<file path="config.mk">
export PLATFORM = sky130hd
export DESIGN_NAME = audio_level_meter
export DESIGN_NICKNAME = d
export VERILOG_FILES = /design/src/rtl/audio_level_meter.sv
export SDC_FILE = /design/constraint.sdc
export NUM_CORES = 1
export LEC_CHECK = 0
export ABC_AREA = 1
export ABC_CLOCK_PERIOD_IN_PS = 5300
export CORE_AREA = 4 4 93 130
export CTS_BUF_LIST = sky130_fd_sc_hd__clkbuf_8
export CTS_CLUSTER_DIAMETER = 100
export DETAILED_ROUTE_END_ITERATION = 8
export DIE_AREA = 0 0 97 134
export DONT_BUFFER_PORTS = 1
export PLACE_DENSITY = 0.78
export RECOVER_POWER = 25
export SYNTH_ARGS = -nofsm -noshare
export SYNTH_HDL_FRONTEND = slang
export SYNTH_SLANG_ARGS = --single-unit
</file>
<file path="constraint.sdc">
create_clock -name clk -period 5.3 [get_ports clk]
set_input_delay 1.06 -clock clk [delete_from_list [all_inputs] [get_ports clk]]
set_output_delay 1.06 -clock clk [all_outputs]
set_load 0.01 [all_outputs]
</file>
<file path="src/rtl/audio_level_meter.sv">
// Peak-envelope audio level meter: 10-step 6 dB/step LED bar graph plus clip indicator.
// Optional peak-hold dot is enabled by defining AUDIO_LEVEL_METER_PEAK_HOLD_EN.
module audio_level_meter #(
    parameter int                DATA_W        = 24,
    parameter int                DECAY_SHIFT   = 4,
    parameter int                DECAY_SAMPLES = 48,
    parameter int                HOLD_SAMPLES  = 24000,
    parameter logic [DATA_W-1:0] CLIP_THRESH   = 24'h7F0000
) (
    input  logic              clk,
    input  logic              reset,
    input  logic              sample_valid,
    input  logic [DATA_W-1:0] sample_data,
    output logic [9:0]        led_red,
    output logic [3:0]        bar_level,
    output logic              clip
);

    localparam int                DCNT_W    = (DECAY_SAMPLES > 1) ? $clog2(DECAY_SAMPLES) : 1;
    localparam int                HOLD_W    = $clog2(HOLD_SAMPLES + 1);
    localparam logic [DCNT_W-1:0] DCNT_LAST = DCNT_W'(DECAY_SAMPLES - 1);
    localparam logic [HOLD_W-1:0] HOLD_LOAD = HOLD_W'(HOLD_SAMPLES);
    localparam logic [DATA_W-1:0] MAG_MAX   = {1'b0, {(DATA_W-1){1'b1}}};

    // Absolute value; the most negative code has no positive twin and saturates.
    function automatic logic [DATA_W-1:0] sat_abs(input logic [DATA_W-1:0] x);
        logic [DATA_W-1:0] n;
        n = x[DATA_W-1] ? (~x + DATA_W'(1'b1)) : x;
        return n[DATA_W-1] ? MAG_MAX : n;
    endfunction

    // Number of 6 dB thresholds (2^13 .. 2^22) the envelope reaches.
    function automatic logic [3:0] env_level(input logic [DATA_W-1:0] e);
        logic [3:0] l;
        l = 4'd0;
        for (int k = 0; k < 10; k++) begin
            if (e >= (DATA_W'(1'b1) << (13 + k))) begin
                l = l + 4'd1;
            end else begin
                l = l;
            end
        end
        return l;
    endfunction

    logic [DATA_W-1:0] mag_r;
    logic              v1_r;
    logic [DATA_W-1:0] env_r;
    logic [DCNT_W-1:0] dcnt_r;
    logic              v2_r;
    logic              clip_r;
    logic [HOLD_W-1:0] clip_cnt_r;
    logic [3:0]        bar_level_r;
    logic [9:0]        led_red_r;

    logic              decay_due_s;
    logic [DATA_W-1:0] env_dec_s;
    logic [3:0]        level_s;
    logic [9:0]        bar_s;
    logic [9:0]        led_nxt_s;

    // Stage 1: capture saturated magnitude of each incoming sample.
    always_ff @(posedge clk) begin
        if (reset) begin
            mag_r <= {DATA_W{1'b0}};
            v1_r  <= 1'b0;
        end else begin
            v1_r <= sample_valid;
            if (sample_valid) begin
                mag_r <= sat_abs(sample_data);
            end else begin
                mag_r <= mag_r;
            end
        end
    end

    // Decay tick decode and the decayed envelope candidate.
    always_comb begin
        decay_due_s = (dcnt_r == DCNT_LAST);
        env_dec_s   = env_r - (env_r >> DECAY_SHIFT);
    end

    // Stage 2: envelope attack/decay, decay sample counter and clip hold.
    always_ff @(posedge clk) begin
        if (reset) begin
            env_r      <= {DATA_W{1'b0}};
            dcnt_r     <= {DCNT_W{1'b0}};
            v2_r       <= 1'b0;
            clip_r     <= 1'b0;
            clip_cnt_r <= {HOLD_W{1'b0}};
        end else begin
            v2_r <= v1_r;
            if (v1_r) begin
                // Attack wins over a coincident decay tick; the counter still wraps.
                if (mag_r > env_r) begin
                    env_r <= mag_r;
                end else if (decay_due_s) begin
                    env_r <= env_dec_s;
                end else begin
                    env_r <= env_r;
                end
                dcnt_r <= decay_due_s ? {DCNT_W{1'b0}} : (dcnt_r + DCNT_W'(1'b1));

                if (mag_r >= CLIP_THRESH) begin
                    clip_r     <= 1'b1;
                    clip_cnt_r <= HOLD_LOAD;
                end else if (clip_cnt_r != {HOLD_W{1'b0}}) begin
                    clip_r     <= (clip_cnt_r != HOLD_W'(1'b1));
                    clip_cnt_r <= clip_cnt_r - HOLD_W'(1'b1);
                end else begin
                    clip_r     <= 1'b0;
                    clip_cnt_r <= clip_cnt_r;
                end
            end else begin
                env_r      <= env_r;
                dcnt_r     <= dcnt_r;
                clip_r     <= clip_r;
                clip_cnt_r <= clip_cnt_r;
            end
        end
    end

    // Stage 3 combinational: bar-graph level and thermometer code.
    always_comb begin
        level_s = env_level(env_r);
        bar_s   = 10'((11'd1 << level_s) - 11'd1);
    end

`ifdef AUDIO_LEVEL_METER_PEAK_HOLD_EN
    logic [3:0]        peak_idx_r;
    logic [HOLD_W-1:0] hold_cnt_r;
    logic [3:0]        peak_nxt_s;
    logic [HOLD_W-1:0] hold_nxt_s;
    logic [9:0]        dot_s;

    // Peak-hold tracking: a higher level or an expired hold retakes the dot.
    always_comb begin
        if ((level_s > peak_idx_r) || (hold_cnt_r == {HOLD_W{1'b0}})) begin
            peak_nxt_s = level_s;
            hold_nxt_s = HOLD_LOAD;
        end else begin
            peak_nxt_s = peak_idx_r;
            hold_nxt_s = hold_cnt_r - HOLD_W'(1'b1);
        end
        if (peak_nxt_s != 4'd0) begin
            dot_s = 10'd1 << (peak_nxt_s - 4'd1);
        end else begin
            dot_s = 10'd0;
        end
        led_nxt_s = bar_s | dot_s;
    end

    // Peak-hold state advances once per stage-2 result.
    always_ff @(posedge clk) begin
        if (reset) begin
            peak_idx_r <= 4'd0;
            hold_cnt_r <= {HOLD_W{1'b0}};
        end else if (v2_r) begin
            peak_idx_r <= peak_nxt_s;
            hold_cnt_r <= hold_nxt_s;
        end else begin
            peak_idx_r <= peak_idx_r;
            hold_cnt_r <= hold_cnt_r;
        end
    end
`else
    // Bar graph only.
    always_comb begin
        led_nxt_s = bar_s;
    end
`endif

    // Stage 3 registers: outputs move only after a stage-2 result.
    always_ff @(posedge clk) begin
        if (reset) begin
            bar_level_r <= 4'd0;
            led_red_r   <= 10'h000;
        end else if (v2_r) begin
            bar_level_r <= level_s;
            led_red_r   <= led_nxt_s;
        end else begin
            bar_level_r <= bar_level_r;
            led_red_r   <= led_red_r;
        end
    end

    assign led_red   = led_red_r;
    assign bar_level = bar_level_r;
    assign clip      = clip_r;

endmodule

</file>
# == Word-level counts from Yosys, hierarchy flattened ==
# Index checks and enable logic that the tools add are counted.
# W data, S select, Z words.
# classes
n_reduce_logical,5
eq_ne,2
n_mul,0
n_shift,1
order_cmp,12
n_addsub,14
div,0
n_bitwise,1
n_mux,19
# ops
cell,n
$mux W24,3
$ge A24 B23 Y1 const B,2
$add A4 B1 Y4 const B,9
$mux W4,9
$mux W15,2
$add A24 B1 Y24 const B,1
$ge A24 B14 Y1 const B,1
$ge A24 B15 Y1 const B,1
$ge A24 B16 Y1 const B,1
$ge A24 B17 Y1 const B,1
$ge A24 B18 Y1 const B,1
$ge A24 B19 Y1 const B,1
$ge A24 B20 Y1 const B,1
$ge A24 B21 Y1 const B,1
$ge A24 B22 Y1 const B,1
$gt A24 B24 Y1,1
$not A24 Y24,1
$sub A24 B20 Y24,1
$mux W23,1
$ne A15 B1 Y1 const B,1
$reduce_bool A15 Y1,1
$sub A15 B1 Y15 const B,1
$shl A1 B4 Y10 const A,1
$sub A10 B1 Y10 const B,1
other kinds (6),10
# word_totals
mem_count,0
latch_bits,0
ram_bits,0
regBits,86
inputBits,27
mem_bits_ro,0

# == Depth between registers and ports, before layout ==
# depth
ltp_word,22
mapped_depth,42
ltp_nobuf,42

# == Worst setup path after synthesis ==
# OpenSTA, ideal clock, no wires.
# synth_timing
kind,register -> register
startpoint,reg env_r[20]
endpoint,reg led_red_r[2] (netlist: led_red[2])
arrival_ns,5.523
path_stages_with_launch,42
synth_period_minus_slack_ns,5.631
setup_time_ns,0.109
setup_slack_ns,-0.331
path_buffers,0
cell_sequence,dfxtp_1 -> nor2_4 -> nand2_4 -> nor2_8 -> nand2_4 -> nor2_1 -> inv_1 -> nor2_1 -> ha_1 -> inv_1 -> nand2_1 -> nand2_1 -> ha_1 -> nand2_1 -> nand2_1 -> ha_1 -> nand2_1 -> nand2_1 -> (+6 left out) -> ha_1 -> nand2_1 -> nand2_1 -> ha_1 -> nand2_1 -> nand2_1 -> ha_1 -> nand2_1 -> nand2_1 -> inv_1 -> nand2_1 -> nor2_1 -> nand2_1 -> ha_1 -> a21oi_1 -> o21ai_1 -> nand2_1 -> inv_1
# synth_between
elab_chain_len,22
word_cells_on_any_way,31
classes_between,add/sub: 10; order compare: 10; shift: 1; mux: 10
# synth_rtl
element,line_no,source
from (decl),48,logic [DATA_W-1:0] env_r;
from (signal assigned),86,env_r <= {DATA_W{1'b0}};
from (signal assigned),96,env_r <= mag_r;
from (signal assigned),98,env_r <= env_dec_s;
$ge A24 B14 Y1,37,if (e >= (DATA_W'(1'b1) << (13 + k))) begin
$mux W1,37,
$add A4 B1 Y4,38,l = l + 4'd1;
$mux W4,37,
$add A4 B1 Y4,38,
$mux W4,37,
$add A4 B1 Y4,38,
$mux W4,37,
(+6 left out),--,
$add A4 B1 Y4,38,
$mux W4,37,
$add A4 B1 Y4,38,
$mux W4,37,
$add A4 B1 Y4,38,
$mux W4 (*),37,
$shl A1 B4 Y10 (*),126,bar_s = 10'((11'd1 << level_s) - 11'd1);
$sub A10 B1 Y10 (*),126,
to (signal assigned),180,led_red_r <= led_nxt_s;
to (signal assigned),183,led_red_r <= led_red_r;
to (decl),54,logic [9:0] led_red_r;
# Every way passes the cells marked *; elsewhere a longest branch is shown, timed or not.
# A chain may end at the register's enable or synchronous reset.

# == Final worst setup path ==
# layout_timing
startpoint,reg env_r[17]
endpoint,reg led_red_r[8] (netlist: led_red[8])
# Same word-level chain as after synthesis.

==> results.md <==
- Number of H-tree branching levels: 3
- Vert. Die Dim: 134 um
- Tightest Pin Transition: 1.13 ns
- WP data arrival: 5.41 ns
- Worst slew margin relative to its limit: 0.243
- Launch instance of the worst min-delay path: clip_cnt_r[5]
- Number of synthesized flops with an enable pin: 0
- Primary flip-flop cell chosen by synthesis mapping: dfxtp_1
- Sinks on Clock Net: 85
- Final estimated routing congestion in global placement: 0.917
- Die Footprint: 13000 um^2
- Final setup vio count: 0
- Pin count of the biggest net entering global routing: 45
- Number of global-route vias before repair: 5994
- Share of layout cells above drive strength 1: 0.155
- Post-route minimum period: 5.11 ns
- Most common cell type on the critical path: nand2_2
- Die span in x: 97 um
- Number of register bits inferred by synthesis: 85
- Worst Path Required: 5.61 ns
- Hold Vio Cnt, Final: 0
- Root Driver: clkbuf_8
- Post-detailed-route DRC marker count: 0
- Post-Route Skew: 0.00919 ns
- Main combinational cell family by area after synthesis: simple AND/OR/NAND/NOR gates
- Async SR Flop Fraction: 0
- Met2 usage in global routing: 0.418
- GR Util met3: 0.0349
- Launch point of the worst path: env_r[17]
- Maximum fanout along the worst path: 6
- Clock-pin slew on the worst setup and hold paths: 0.09 ns
- Max-cap viol count: 0
- Final critical-path share of the clock period: 0.963
- Status: finished, final reports clean
- Total area of multi-input combinational cells: 4460 um^2
- Vias post-DR: 6329
- CP Launch Type: register
- Number of buffers between clock root and the deepest sink: 2
- Detailed-route wire length per cell: 13.7 um
- Number of top-level design ports: 42
- Clock latency on the worst-skew pair: 0.36 ns
- Number of buffers inserted by hold repair at cts: 0
- Total number of yosys warnings: 0
- Final count of pins violating max slew: 0
- Area share of xor/xnor cells in the synthesized design: 0.0501
- Routed wire length: 15400 um
- Fillers: 940
- Layout Area Growth over Synthesis: 12.9%
- Reg-to-reg critical path startpoint: env_r[17]
- Final design area excluding fillers: 7300 um^2
- Top library cells by usage in the layout, fill and taps aside: nand2_1 (171), inv_1 (116), nor2_1 (82), dfxtp_1 (78), a21oi_1 (73)
- Area of the mapped netlist: 6470 um^2
- DRT Pass-1 Iters: 5
- Antenna diode count: 0
- Overall routing resource usage: 0.234
- Slowest CP cell: dfxtp_2
- GRT busiest layer: met2
- Share of the yosys chip area belonging to registers: 0.263
- TritonCTS clock tree: built
- Row cnt: 45
- CP max stage delay: 0.33 ns
- Basic-gate share of the synthesized area counting and, or, nand and nor cells: 0.294
- Endpoint type of the worst setup path: register
- Synthesized instance count: 955
- Standard cell area after detailed placement: 6790 um^2
- Classification of the worst setup path: reg -> reg
- Global Route met1 Usage: 0.283
- Via density per instance: 5.64
- Cell variety after synth: 49
- Port-buffer cells: 0
- Starting density of the core: 0.595
- Share of synthesized area spent on multiplexers: 0
- Synth Area in Compound Gates: 0.191
- Count of routing violations after the opening detailed-route iteration: 347
- Post-layout net count: 1062
- Post-synthesis area per instance: 6.77 um^2
- Class of the most critical hold timing path: reg -> reg
- Synthesized-area fraction occupied by adder cells: 0.113
- Leading cell type in the layout, fill and taps excluded: nand2_1
- Hpwl dp: 11400 um
- Post-Synthesis Net Count: 1040
- Wire length of the first global-routing pass: 25900 um
- Fmax: 196 MHz
- Seq. cell area: 1710 um^2
- Total overflow reported by the global router: 0
- Count of nets left with antenna violations after detail routing: 0
- Core area: 10900 um^2
- Number of antenna violations at the first check in global routing: 0
- Number of buffers added by the clock tree synthesis step: 9
-- synthesized netlist by cell type, types with 9 or more instances --
library cell	number	share of area
a211oi_1	13	0.015
a21oi_1	74	0.057
a221oi_1	9	0.012
a31oi_1	19	0.018
clkbuf_1	24	0.014
dfxtp_1	85	0.26
ha_1	57	0.11
inv_1	119	0.069
nand2_1	190	0.11
nand2_2	11	0.011
nand3_1	63	0.049
nor2_1	88	0.051
nor3_1	15	0.012
o21ai_0	56	0.043
or2_2	14	0.014
xnor2_1	13	0.018
xor2_1	24	0.033
-- through the flow --
| stage | setup TNS, ns | utilization | std cells | worst slack (ns) | hold slack, ns |
|---|---|---|---|---|---|
| after global placement | 0 | 0.625 | 1090 | 0.0463 | 0.462 |
| final | 0 | 0.672 | 1123 | 0.195 | 0.481 |
| after CTS | 0 | 0.654 | 1120 | 0.00843 | 0.488 |
| after detailed placement | -0.349 | 0.625 | 1090 | -0.0948 | 0.473 |
| after global routing | -0.229 | 0.672 | 1123 | -0.0657 | 0.502 |
| after floorplan | -0.0759 | - | 955 | -0.0336 | 0.450 |
-- routing by layer --
metal	vias to the layer above	share of wire	wire [um]
li1	3248	-	-
met1	2903	0.43	6700
met2	147	0.50	7670
met3	31	0.043	668
met4	0	0.024	374
met5	-	0	0
-- repair_timing --
action,in CTS,in global routing
gates resized for setup,4,35
setup endpoints to repair,4,11
pin swaps,20,28
buffers inserted,14,3
-- flip-flops by register name, summed over array words and instances, names as in the netlist --
name,count
clip,1
v2_r,1
clip_cnt_r,15
bar_level,4
dcnt_r,6
mag_r,23
v1_r,1
led_red,10
env_r,24
-- final cells by class --
| cell class | count | share of cell area |
|---|---|---|
| Clock buffer | 9 | 0.0170 |
| Clock inverter | 7 | 0.0103 |
| Sequential cell | 85 | 0.235 |
| Timing Repair Buffer | 37 | 0.0380 |
| Inverter | 126 | 0.0651 |
| Tap cell | 141 | 0.0242 |
| Multi-Input combinational cell | 718 | 0.611 |
-- cells by family (layout without fill, tap and decap cells) --
| kind of cell | after synthesis | in the layout |
|---|---|---|
| flops | 85 | 85 |
| compound gates | 205 | 205 |
| xor+xnor | 37 | 37 |
| simple gates | 418 | 418 |
| buf+inv | 152 | 179 |
| fa+ha+maj | 58 | 58 |
-- critical path: cells and delay by family (launching register included) --
kind                     cells  cell delay [ns]
AND/OR/NAND/NOR             27             2.24
adder cells (fa/ha/maj)      7             1.54
buffers and inverters        9             0.92
flip-flops                   1             0.33
-- worst paths after layout --
path,depth (start not counted),slack (ns),end
setup / recovery,43,0.19,led_red[8]
hold reg to reg,2,0.48,clip_cnt_r[5]
setup reg to reg,43,0.19,led_red[8]
hold / removal,2,0.48,clip_cnt_r[5]
Power is left out: the tool's default activity adds up to more than one toggle a clock period on the data nets, which glitch-free logic cannot reach.
